$ cat src/rtl/mem_read_responder_if.sv
// Read-channel bundle between a burst-read master and mem_read_responder.
// AR carries (addr, len) requests; R returns address-patterned data beats.
interface mem_read_responder_if #(
  parameter int ADDR_BITS       = 64,
  parameter int BURST_LEN_WIDTH = 8,
  parameter int DATA_BITS       = 512
);
  logic                       ar_valid;
  logic                       ar_ready;
  logic [ADDR_BITS-1:0]       ar_addr;
  logic [BURST_LEN_WIDTH-1:0] ar_len;
  logic                       r_valid;
  logic                       r_ready;
  logic [DATA_BITS-1:0]       r_data;
  logic                       r_last;

  modport master (
    output ar_valid, ar_addr, ar_len, r_ready,
    input  ar_ready, r_valid, r_data, r_last
  );

  modport slave (
    input  ar_valid, ar_addr, ar_len, r_ready,
    output ar_ready, r_valid, r_data, r_last
  );
endinterface

$ cat src/rtl/mem_read_responder.sv
// Memory read responder: queues AR requests in a circular FIFO and replays each
// as a burst whose beat data is the beat address replicated over the data bus.
module mem_read_responder #(
  parameter int LOG_QUEUE_SIZE       = 2,
  parameter int LOG_BLOCK_DATA_BYTES = 6,
  parameter int ADDR_BITS            = 64,
  parameter int BURST_LEN_WIDTH      = 8,
  parameter int LATENCY_WIDTH        = 4
) (
  input  logic                      clk,
  input  logic                      reset,
  mem_read_responder_if.slave       bus,
  input  logic [LATENCY_WIDTH-1:0]  crs_latency,
  output logic [LOG_QUEUE_SIZE:0]   outstandingCnt
);
  localparam int DEPTH     = 1 << LOG_QUEUE_SIZE;
  localparam int DATA_BITS = 8 << LOG_BLOCK_DATA_BYTES;
  // Data width is assumed to be a whole multiple of the address width.
  localparam int REP       = DATA_BITS / ADDR_BITS;
  localparam logic [LOG_QUEUE_SIZE:0]  DEPTH_CNT  = (LOG_QUEUE_SIZE+1)'(DEPTH);
  localparam logic [ADDR_BITS-1:0]     BEAT_BYTES = ADDR_BITS'(1) << LOG_BLOCK_DATA_BYTES;
  localparam logic [BURST_LEN_WIDTH-1:0] ONE_BEAT = BURST_LEN_WIDTH'(1);

  typedef enum logic [1:0] {IDLE, WAIT, BURST} state_t;

  logic [ADDR_BITS-1:0]       addrQ [DEPTH];
  logic [BURST_LEN_WIDTH-1:0] lenQ  [DEPTH];
  logic [LOG_QUEUE_SIZE-1:0]  head, tail;

  state_t                     state;
  logic [ADDR_BITS-1:0]       beatAddr;
  logic [BURST_LEN_WIDTH-1:0] curLen;
  logic [BURST_LEN_WIDTH-1:0] beatCnt;
  logic [LATENCY_WIDTH-1:0]   waitCnt;
  logic                       rValid, rLast;

  logic arReady, push, pop;

  // Readiness looks only at the registered count, so a full queue never
  // accepts in the same cycle as a pop.
  assign arReady = (outstandingCnt < DEPTH_CNT);
  assign push    = bus.ar_valid && arReady;
  assign pop     = rValid && bus.r_ready && rLast;

  assign bus.ar_ready = arReady;
  assign bus.r_valid  = rValid;
  assign bus.r_last   = rLast;
  assign bus.r_data   = {REP{beatAddr}};

  always_ff @(posedge clk) begin
    if (push) begin
      addrQ[tail] <= bus.ar_addr;
      lenQ[tail]  <= bus.ar_len;
    end
  end

  always_ff @(posedge clk or posedge reset) begin
    if (reset) begin
      head           <= '0;
      tail           <= '0;
      outstandingCnt <= '0;
    end else begin
      if (push) tail <= tail + 1'b1;
      if (pop)  head <= head + 1'b1;
      case ({push, pop})
        2'b10:   outstandingCnt <= outstandingCnt + 1'b1;
        2'b01:   outstandingCnt <= outstandingCnt - 1'b1;
        default: outstandingCnt <= outstandingCnt;
      endcase
    end
  end

  // The head entry stays queued until its last beat is accepted, so it is
  // counted as outstanding for the whole burst.
  always_ff @(posedge clk or posedge reset) begin
    if (reset) begin
      state    <= IDLE;
      beatAddr <= '0;
      curLen   <= '0;
      beatCnt  <= '0;
      waitCnt  <= '0;
      rValid   <= 1'b0;
      rLast    <= 1'b0;
    end else begin
      case (state)
        IDLE: begin
          if (outstandingCnt != '0) begin
            state    <= WAIT;
            beatAddr <= addrQ[head];
            curLen   <= lenQ[head];
            beatCnt  <= '0;
            waitCnt  <= crs_latency;
          end
        end
        WAIT: begin
          if (waitCnt == '0) begin
            state  <= BURST;
            rValid <= 1'b1;
            rLast  <= (curLen == '0);
          end else begin
            waitCnt <= waitCnt - 1'b1;
          end
        end
        BURST: begin
          if (bus.r_ready) begin
            if (rLast) begin
              state  <= IDLE;
              rValid <= 1'b0;
              rLast  <= 1'b0;
            end else begin
              beatCnt  <= beatCnt + ONE_BEAT;
              beatAddr <= beatAddr + BEAT_BYTES;
              rLast    <= ((beatCnt + ONE_BEAT) == curLen);
            end
          end
        end
        default: state <= IDLE;
      endcase
    end
  end
endmodule

$ cat src/flat_wrapper.sv
// flat-port wrapper written by rule: the top's interface ports become plain ports
module mem_read_responder_flat 
#(
  parameter int LOG_QUEUE_SIZE       = 2,
  parameter int LOG_BLOCK_DATA_BYTES = 6,
  parameter int ADDR_BITS            = 64,
  parameter int BURST_LEN_WIDTH      = 8,
  parameter int LATENCY_WIDTH        = 4
)
  (clk, reset, crs_latency, outstandingCnt, bus_ar_valid, bus_ar_addr, bus_ar_len, bus_r_ready, bus_ar_ready, bus_r_valid, bus_r_data, bus_r_last);
  mem_read_responder_if #(.ADDR_BITS(ADDR_BITS), .BURST_LEN_WIDTH(BURST_LEN_WIDTH), .DATA_BITS(512)) bus_i ();
  input  logic clk;
  input  logic reset;
  input  logic [LATENCY_WIDTH-1:0] crs_latency;
  output logic [LOG_QUEUE_SIZE:0] outstandingCnt;
  input wire logic [$bits(bus_i.ar_valid)-1:0] bus_ar_valid;
  input wire logic [$bits(bus_i.ar_addr)-1:0] bus_ar_addr;
  input wire logic [$bits(bus_i.ar_len)-1:0] bus_ar_len;
  input wire logic [$bits(bus_i.r_ready)-1:0] bus_r_ready;
  output wire logic [$bits(bus_i.ar_ready)-1:0] bus_ar_ready;
  output wire logic [$bits(bus_i.r_valid)-1:0] bus_r_valid;
  output wire logic [$bits(bus_i.r_data)-1:0] bus_r_data;
  output wire logic [$bits(bus_i.r_last)-1:0] bus_r_last;
  assign bus_i.ar_valid = bus_ar_valid;
  assign bus_i.ar_addr = bus_ar_addr;
  assign bus_i.ar_len = bus_ar_len;
  assign bus_i.r_ready = bus_r_ready;
  assign bus_ar_ready = bus_i.ar_ready;
  assign bus_r_valid = bus_i.r_valid;
  assign bus_r_data = bus_i.r_data;
  assign bus_r_last = bus_i.r_last;
  mem_read_responder #(.LOG_QUEUE_SIZE(LOG_QUEUE_SIZE), .LOG_BLOCK_DATA_BYTES(LOG_BLOCK_DATA_BYTES), .ADDR_BITS(ADDR_BITS), .BURST_LEN_WIDTH(BURST_LEN_WIDTH), .LATENCY_WIDTH(LATENCY_WIDTH)) u_core (.clk(clk), .reset(reset), .bus(bus_i), .crs_latency(crs_latency), .outstandingCnt(outstandingCnt));
endmodule
$ cat config.mk
export PLATFORM = sky130hd
export DESIGN_NAME = mem_read_responder_flat
export DESIGN_NICKNAME = d
export VERILOG_FILES = /design/src/rtl/mem_read_responder_if.sv /design/src/rtl/mem_read_responder.sv /design/src/flat_wrapper.sv
export SDC_FILE = /design/constraint.sdc
export NUM_CORES = 1
export LEC_CHECK = 0
export CAP_MARGIN = 20
export CORE_AREA = 10 10 226 228
export DETAILED_ROUTE_END_ITERATION = 7
export DIE_AREA = 0 0 236 238
export PLACE_DENSITY = 0.73
export SYNTH_ARGS = -nofsm -noshare
export SYNTH_HDL_FRONTEND = slang
export SYNTH_SLANG_ARGS = --single-unit
export TNS_END_PERCENT = 30
$ cat constraint.sdc
create_clock -name clk -period 4.3 [get_ports clk]
set_input_delay 0.86 -clock clk [delete_from_list [all_inputs] [get_ports clk]]
set_output_delay 0.86 -clock clk [all_outputs]
set_load 0.005 [all_outputs]
# [Word-level counts from Yosys, hierarchy flattened]
# Memories as Yosys holds them, arrays and structs flattened. A register that Yosys moved wholly into a read port is not among the register bits.
# Cells that the tools add are included.
[op_classes] addsub=7 order_cmp=1 eq_ne=11 mux=27 n_reduce_logical=17
[ops] operator="$mux 64" count=3
[ops] operator="$pmux 64 s2" count=1
[ops] operator="$add 64x7->64 const B" count=1
[ops] operator="$mux 8" count=3
[ops] operator="$pmux 8 s2" count=1
[ops] operator="$reduce_and 4->1" count=3
[ops] operator="$add 8x1->8 const B" count=1
[ops] operator="$eq 8x8->1" count=1
[ops] operator="$logic_not 8->1" count=1
[ops] operator="$mux 1" count=8
[ops] operator="$mux 2" count=4
[ops] operator="$mux 4" count=2
[ops] operator="$pmux 4 s2" count=1
[ops] operator="$reduce_bool 2->1" count=4
[ops] operator="$ne 2x1->1 const B" count=3
[ops] operator="$ne 2x2->1 const B" count=3
[ops] operator="$pmux 2 s3" count=1
[ops] operator="$pmux 3 s2" count=1
[ops] operator="$reduce_and 3->1" count=2
[ops] operator="$add 2x1->2 const B" count=2
[ops] operator="$eq 2x1->1 const B" count=2
[ops] operator="$eq 2x2->1 const B" count=2
[ops] operator="$logic_not 4->1" count=1
[ops] operator="$pmux 1 s2" count=2
[ops] operator="other kinds (8)" count=10
[word_totals] regBits=87 ram_bits=288 input_bits=80 out_inout_bits=518 wordCells=74 mem_count=2
[mem_list] name="u_core.addrQ" depth=4 word_bits=64 rd=1 rd_clocked_by_memory_dff=0 wr=1 line_no="mem_read_responder.sv:26" rtl="logic [ADDR_BITS-1:0] addrQ [DEPTH];"
[mem_list] name="u_core.lenQ" depth=4 word_bits=8 rd=1 rd_clocked_by_memory_dff=1 wr=1 line_no="mem_read_responder.sv:27" rtl="logic [BURST_LEN_WIDTH-1:0] lenQ [DEPTH];"

# [Depth between registers and ports, before layout]
[logic_depth] word_depth=5 depth_mapped=9 depth_no_buf=8

# [Worst setup path after synthesis]
# OpenSTA, ideal clock, no wires.
[synth_path] kind="input to register" start="in bus_ar_valid" end="mem u_core.addrQ[0][0] (enable)" setup_time_ns=0.438 t_arrival_ns=2.916 required_time_ns=3.862 path_slack_ns=0.946 stages=3 n_path_buf=1 path_cell_list="nor2b_1 > clkbuf_1 > and2_1"
[synth_via] elab_chain_cells=3
[synth_rtl] item="start, declared" line_no="flat_wrapper.sv:16" rtl="input wire logic [$bits(bus_i.ar_valid)-1:0] bus_ar_valid;"
[synth_rtl] item="$logic_and 1x1->1" line_no="mem_read_responder.sv:42" rtl="assign push = bus.ar_valid && arReady;"
[synth_rtl] item="$mux 1" line_no="mem_read_responder.sv:51" rtl="if (push) begin"
[synth_rtl] item="$mux 1 (implied by the code)" line_no="mem_read_responder.sv:52" rtl="addrQ[tail] <= bus.ar_addr;"
[synth_rtl] item="end, declared" line_no="mem_read_responder.sv:26"
# No other way between the ends.

# [Worst setup path after layout]
[layout_path] start="reg u_core.beatAddr[27]" end="out bus_r_data[475]"
[layout_lines] item="start, declared" line_no="mem_read_responder.sv:31" rtl="logic [ADDR_BITS-1:0] beatAddr;"
[layout_lines] item="start signal, assigned" line_no="mem_read_responder.sv:89" rtl="beatAddr <= addrQ[head];"
[layout_lines] item="start signal, assigned" line_no="mem_read_responder.sv:112" rtl="beatAddr <= beatAddr + BEAT_BYTES;"
[layout_lines] item="end, declared" line_no="flat_wrapper.sv:22" rtl="output wire logic [$bits(bus_i.r_data)-1:0] bus_r_data;"
# No word-level cell between the ends.

==> insert_results.sql <==
INSERT INTO impl_metrics (metric_group, metric, value, unit) VALUES
('sta', 'final.min_clock_period', '2.88', 'ns'),
('critical_path', 'worst-r2r-setup-slack', '1.44', 'ns'),
('sta', 'setup_viol_count_final', '0', ''),
('placement', 'post-dp-hpwl', '42100', 'µm'),
('clock_tree', 'clock_pin_slew_reported_for_the_worst_setup_and_hold_paths_after_clock_tree_synthesis', '0.06', 'ns'),
('sta', 'max_freq', '0.347', 'GHz'),
('worst_hold_path', 'holdCritPathClass', 'reg2reg', ''),
('placement', 'routabilityCongestion', '0.875', ''),
('logic_synthesis', 'netlist_instances', '1554', ''),
('finish', 'post_route_cells_drive_above_1_share', '0.103', ''),
('logic_synthesis', 'dominantRegCellSynth', 'edfxtp_1', ''),
('clock_tree', 'cts-hold-fix-buffers', '0', ''),
('critical_path', 'crit_buf_inv', '1', ''),
('critical_path', 'timing.critical_path.slowest_stage_cell', 'dfrtp_1', ''),
('power_and_ir_drop', 'power_report.internal_total', '12.3', 'mW'),
('critical_path', 'cp-start-kind', 'flop', ''),
('detailed_routing', 'firstDrtPassIters', '5', ''),
('logic_synthesis', 'synth_warnings', '0', ''),
('grt', 'grt_max_degree', '66', ''),
('logic_synthesis', 'post_synth_net_total', '1643', ''),
('detailed_routing', 'drc', '0', ''),
('power_and_ir_drop', 'comb_power_share', '0.456', ''),
('grt', 'grt_pass1_vias', '12700', ''),
('clock_tree', 'post_cts_buffers', '0', ''),
('critical_path', 'critical_path_arrival', '2.02', 'ns'),
('logic_synthesis', 'syn_area', '0.0196', 'mm²'),
('power_and_ir_drop', 'total_switching_power', '6.29', 'mW'),
('placement', 'dpl_worst_slack', '1.02', 'ns'),
('placement', 'post-place-cells', '2266', ''),
('floorplan', 'floorplan.die.height', '238', 'µm'),
('detailed_routing', 'avgRoutedWirePerCell', '24.6', 'µm'),
('power_and_ir_drop', 'ir_worst_vdd', '514', 'µV'),
('finish', 'areaGrowthSynthToFinish', '24.4', '%'),
('critical_path', 'sequence_of_cells_on_the_critical_path', 'clkdlybuf4s50_1', ''),
('clock_tree', 'cts_root_buf', 'clkbuf_16', ''),
('status', 'status', 'finished, final reports clean', ''),
('finish', 'postLayoutCellArea', '0.0244', 'mm²'),
('clock_tree', 'tritoncts.num_buffers', '40', ''),
('clock_tree', 'clk_latency', '0.53', 'ns'),
('finish', 'finish.cell_count_without_fillers', '2341', ''),
('sta', 'worst_slew_pin_slew', '0.976', 'ns'),
('grt', 'grtUsageTotal', '0.193', ''),
('power_and_ir_drop', 'post-layout-total-power', '18.6', 'mW'),
('sta', 'final.setup_skew', '0.0153', 'ns'),
('finish', 'num-nets-final', '1792', ''),
('critical_path', 'worst_setup_path_type', 'reg2out', ''),
('clock_tree', 'cts.repair.resized', '0', ''),
('clock_tree', 'cts.htree.levels', '2', ''),
('logic_synthesis', 'synth_enable_flop_cells', '288', ''),
('sta', 'hold_viol', '0', ''),
('floorplan', 'core-area', '0.0464', 'mm²'),
('power_and_ir_drop', 'total_power_density_per_cell_area', '762', 'mW/mm²'),
('sta', 'relSlewSlack', '0.349', ''),
('critical_path', 'crit_required', '3.44', 'ns'),
('floorplan', 'die_area', '0.0562', 'mm²'),
('detailed_routing', 'drt_iter0_drc', '1180', ''),
('power_and_ir_drop', 'power.share.clock', '0.194', ''),
('job', 'max-cap-violations', '0', ''),
('critical_path', 'setup.worst_path.end_class', 'output port', ''),
('sta', 'timing.setup.tns', '0', 'ns'),
('grt', 'number_of_antenna_violations_at_the_first_check_in_global_routing', '5', ''),
('floorplan', 'fp.dieW', '236', 'µm'),
('power_and_ir_drop', 'power_leakage', '8.45', 'nW'),
('sta', 'timing.final.max_slew_violations', '0', ''),
('detailed_routing', 'route.detailed.vias_per_inst', '5.35', ''),
('detailed_routing', 'post_drt_antenna_nets', '0', ''),
('sta', 'layout_setup_ws', '1.42', 'ns'),
('logic_synthesis', 'synth-async-reset-ratio', '0.248', ''),
('critical_path', 'kind_of_cell_adding_the_most_delay_to_the_critical_path', 'flip-flops', ''),
('detailed_routing', 'postRouteWirelength', '57600', 'µm'),
('sta', 'setup_repair_after_global_routing_missed_its_margin', 'false', '');
-- cells by family after synthesis --
group | after synthesis | share of synthesized area
muxes | 77 | 0.0851
AOI/OAI and AO/OA | 197 | 0.0623
buffers and inverters | 522 | 0.187
DFF | 383 | 0.561
adders and majority gates | 9 | 0.00611
and+or+nand+nor | 347 | 0.0901
xor gates and xnor gates | 19 | 0.00847
-- cells in the mapped netlist, types with 3 or more instances --
cell	instances	area, µm²
and3_1	22	138
nor3_1	27	135
nand3_1	35	175
mux4_2	72	1620
buf_2	14	70.1
nor2_1	48	180
buf_1	8	30.0
mux2i_1	5	50.1
nor4_1	14	87.6
o21ai_0	49	245
and2_1	9	56.3
o22ai_1	15	93.8
buf_4	448	3360
o2bb2a_1	5	50.1
nand4_1	27	169
a21oi_1	65	325
nand2_1	117	439
a211oi_1	4	30.0
edfxtp_1	288	8650
a311oi_1	7	61.3
dfrtp_1	95	2380
inv_1	12	45.0
xnor2_1	14	123
nor2b_1	3	18.8
or3_1	13	81.3
or4_1	4	30.0
a31oi_1	9	56.3
o211ai_1	3	22.5
o22a_1	7	61.3
ha_1	8	100
clkbuf_1	38	143
nor4_2	5	62.6
o31ai_1	4	30.0
and4_1	7	61.3
xor2_1	5	43.8
nand2b_1	4	25.0
-- power by group through the flow --
| stage | Sequential [mW] | Clock [mW] | Combinational, mW |
|---|---|---|---|
| 6_report | 6.50 | 3.62 | 8.50 |
| 5_1_grt | 6.68 | 3.83 | 9.11 |
| 4_1_cts | 6.54 | 3.68 | 8.67 |
| 3_5_place_dp | 6.61 | 0 | 8.63 |
| 3_3_place_gp | 6.52 | 0 | 8.54 |
| 2_1_floorplan | 5.77 | 0 | 5.75 |
-- final cells by class --
class,instances,area (µm²)
Multi-Input combinational cell,649,5010
Sequential cell,383,11000
Tap cell,607,759
Inverter,12,47.5
Antenna cell,1,2.50
Clock inverter,21,288
Timing Repair Buffer,617,6200
Clock buffer,51,1090
Fill cell,3791,21900
-- worst register-to-register path, delay by kind of cell (launching register included) --
kind / cells / cell delay [ns]
simple gates: 3 / 1.50
flops: 1 / 0.77
compound gates: 2 / 0.47
-- stage by stage --
stage          utilization  hold slack [ns]
6_report             0.527            0.498
5_1_grt              0.527            0.520
4_1_cts              0.526            0.492
3_5_place_dp         0.497            0.484
3_3_place_gp         0.497            0.462
2_1_floorplan            -            0.443
-- worst paths after layout --
kind,from,endpoint,cells past startpoint
setup / recovery,u_core.beatAddr[27]$_DFFE_PP0P_,bus_r_data[475],1
hold / removal,u_core.waitCnt[0]$_DFFE_PP0P_,u_core.waitCnt[0]$_DFFE_PP0P_,1
setup reg to reg,u_core.beatAddr[31]$_DFFE_PP0P_,u_core.beatAddr[54]$_DFFE_PP0P_,5
hold reg to reg,u_core.waitCnt[0]$_DFFE_PP0P_,u_core.waitCnt[0]$_DFFE_PP0P_,1
max in group asynchronous,reset,u_core.beatAddr[56]$_DFFE_PP0P_,3
min in group asynchronous,reset,u_core.beatAddr[4]$_DFFE_PP0P_,2
-- layout by cell type, fill, tap and decap left out, types with 6 or more instances in the layout --
master	n
clkbuf_1	7
mux4_2	72
xnor2_1	14
bufinv_16	7
ha_1	8
o22ai_1	15
buf_12	6
clkdlybuf4s50_1	597
or3_1	13
buf_4	13
nand3_1	35
o22a_1	7
and4_1	7
edfxtp_1	288
nand2_1	117
nand4_1	27
a31oi_1	9
nor3_1	27
a21oi_1	64
o21ai_0	49
a311oi_1	7
clkbuf_16	41
nor2_1	47
inv_1	11
dfrtp_1	93
nor4_1	14
and3_1	22
-- flip-flops by register name (all words and copies together) (netlist names), 2 cells and up --
register	count
u_core.outstandingCnt	3
u_core.curLen	8
u_core.lenQ	32
u_core.waitCnt	4
u_core.addrQ	256
u_core.beatCnt	8
u_core.beatAddr	64
u_core.tail	2
u_core.state	2
u_core.head	2
-- per-layer routing --
metal  up-vias  global-route usage  share of wire
li1       5548                   -              -
met1      6193               0.217           0.36
met2       694               0.351           0.52
met4         8              0.0422          0.018
met3        83              0.0631           0.10
met5         -                   0         0.0011
Power figures use the tool's default switching activity.
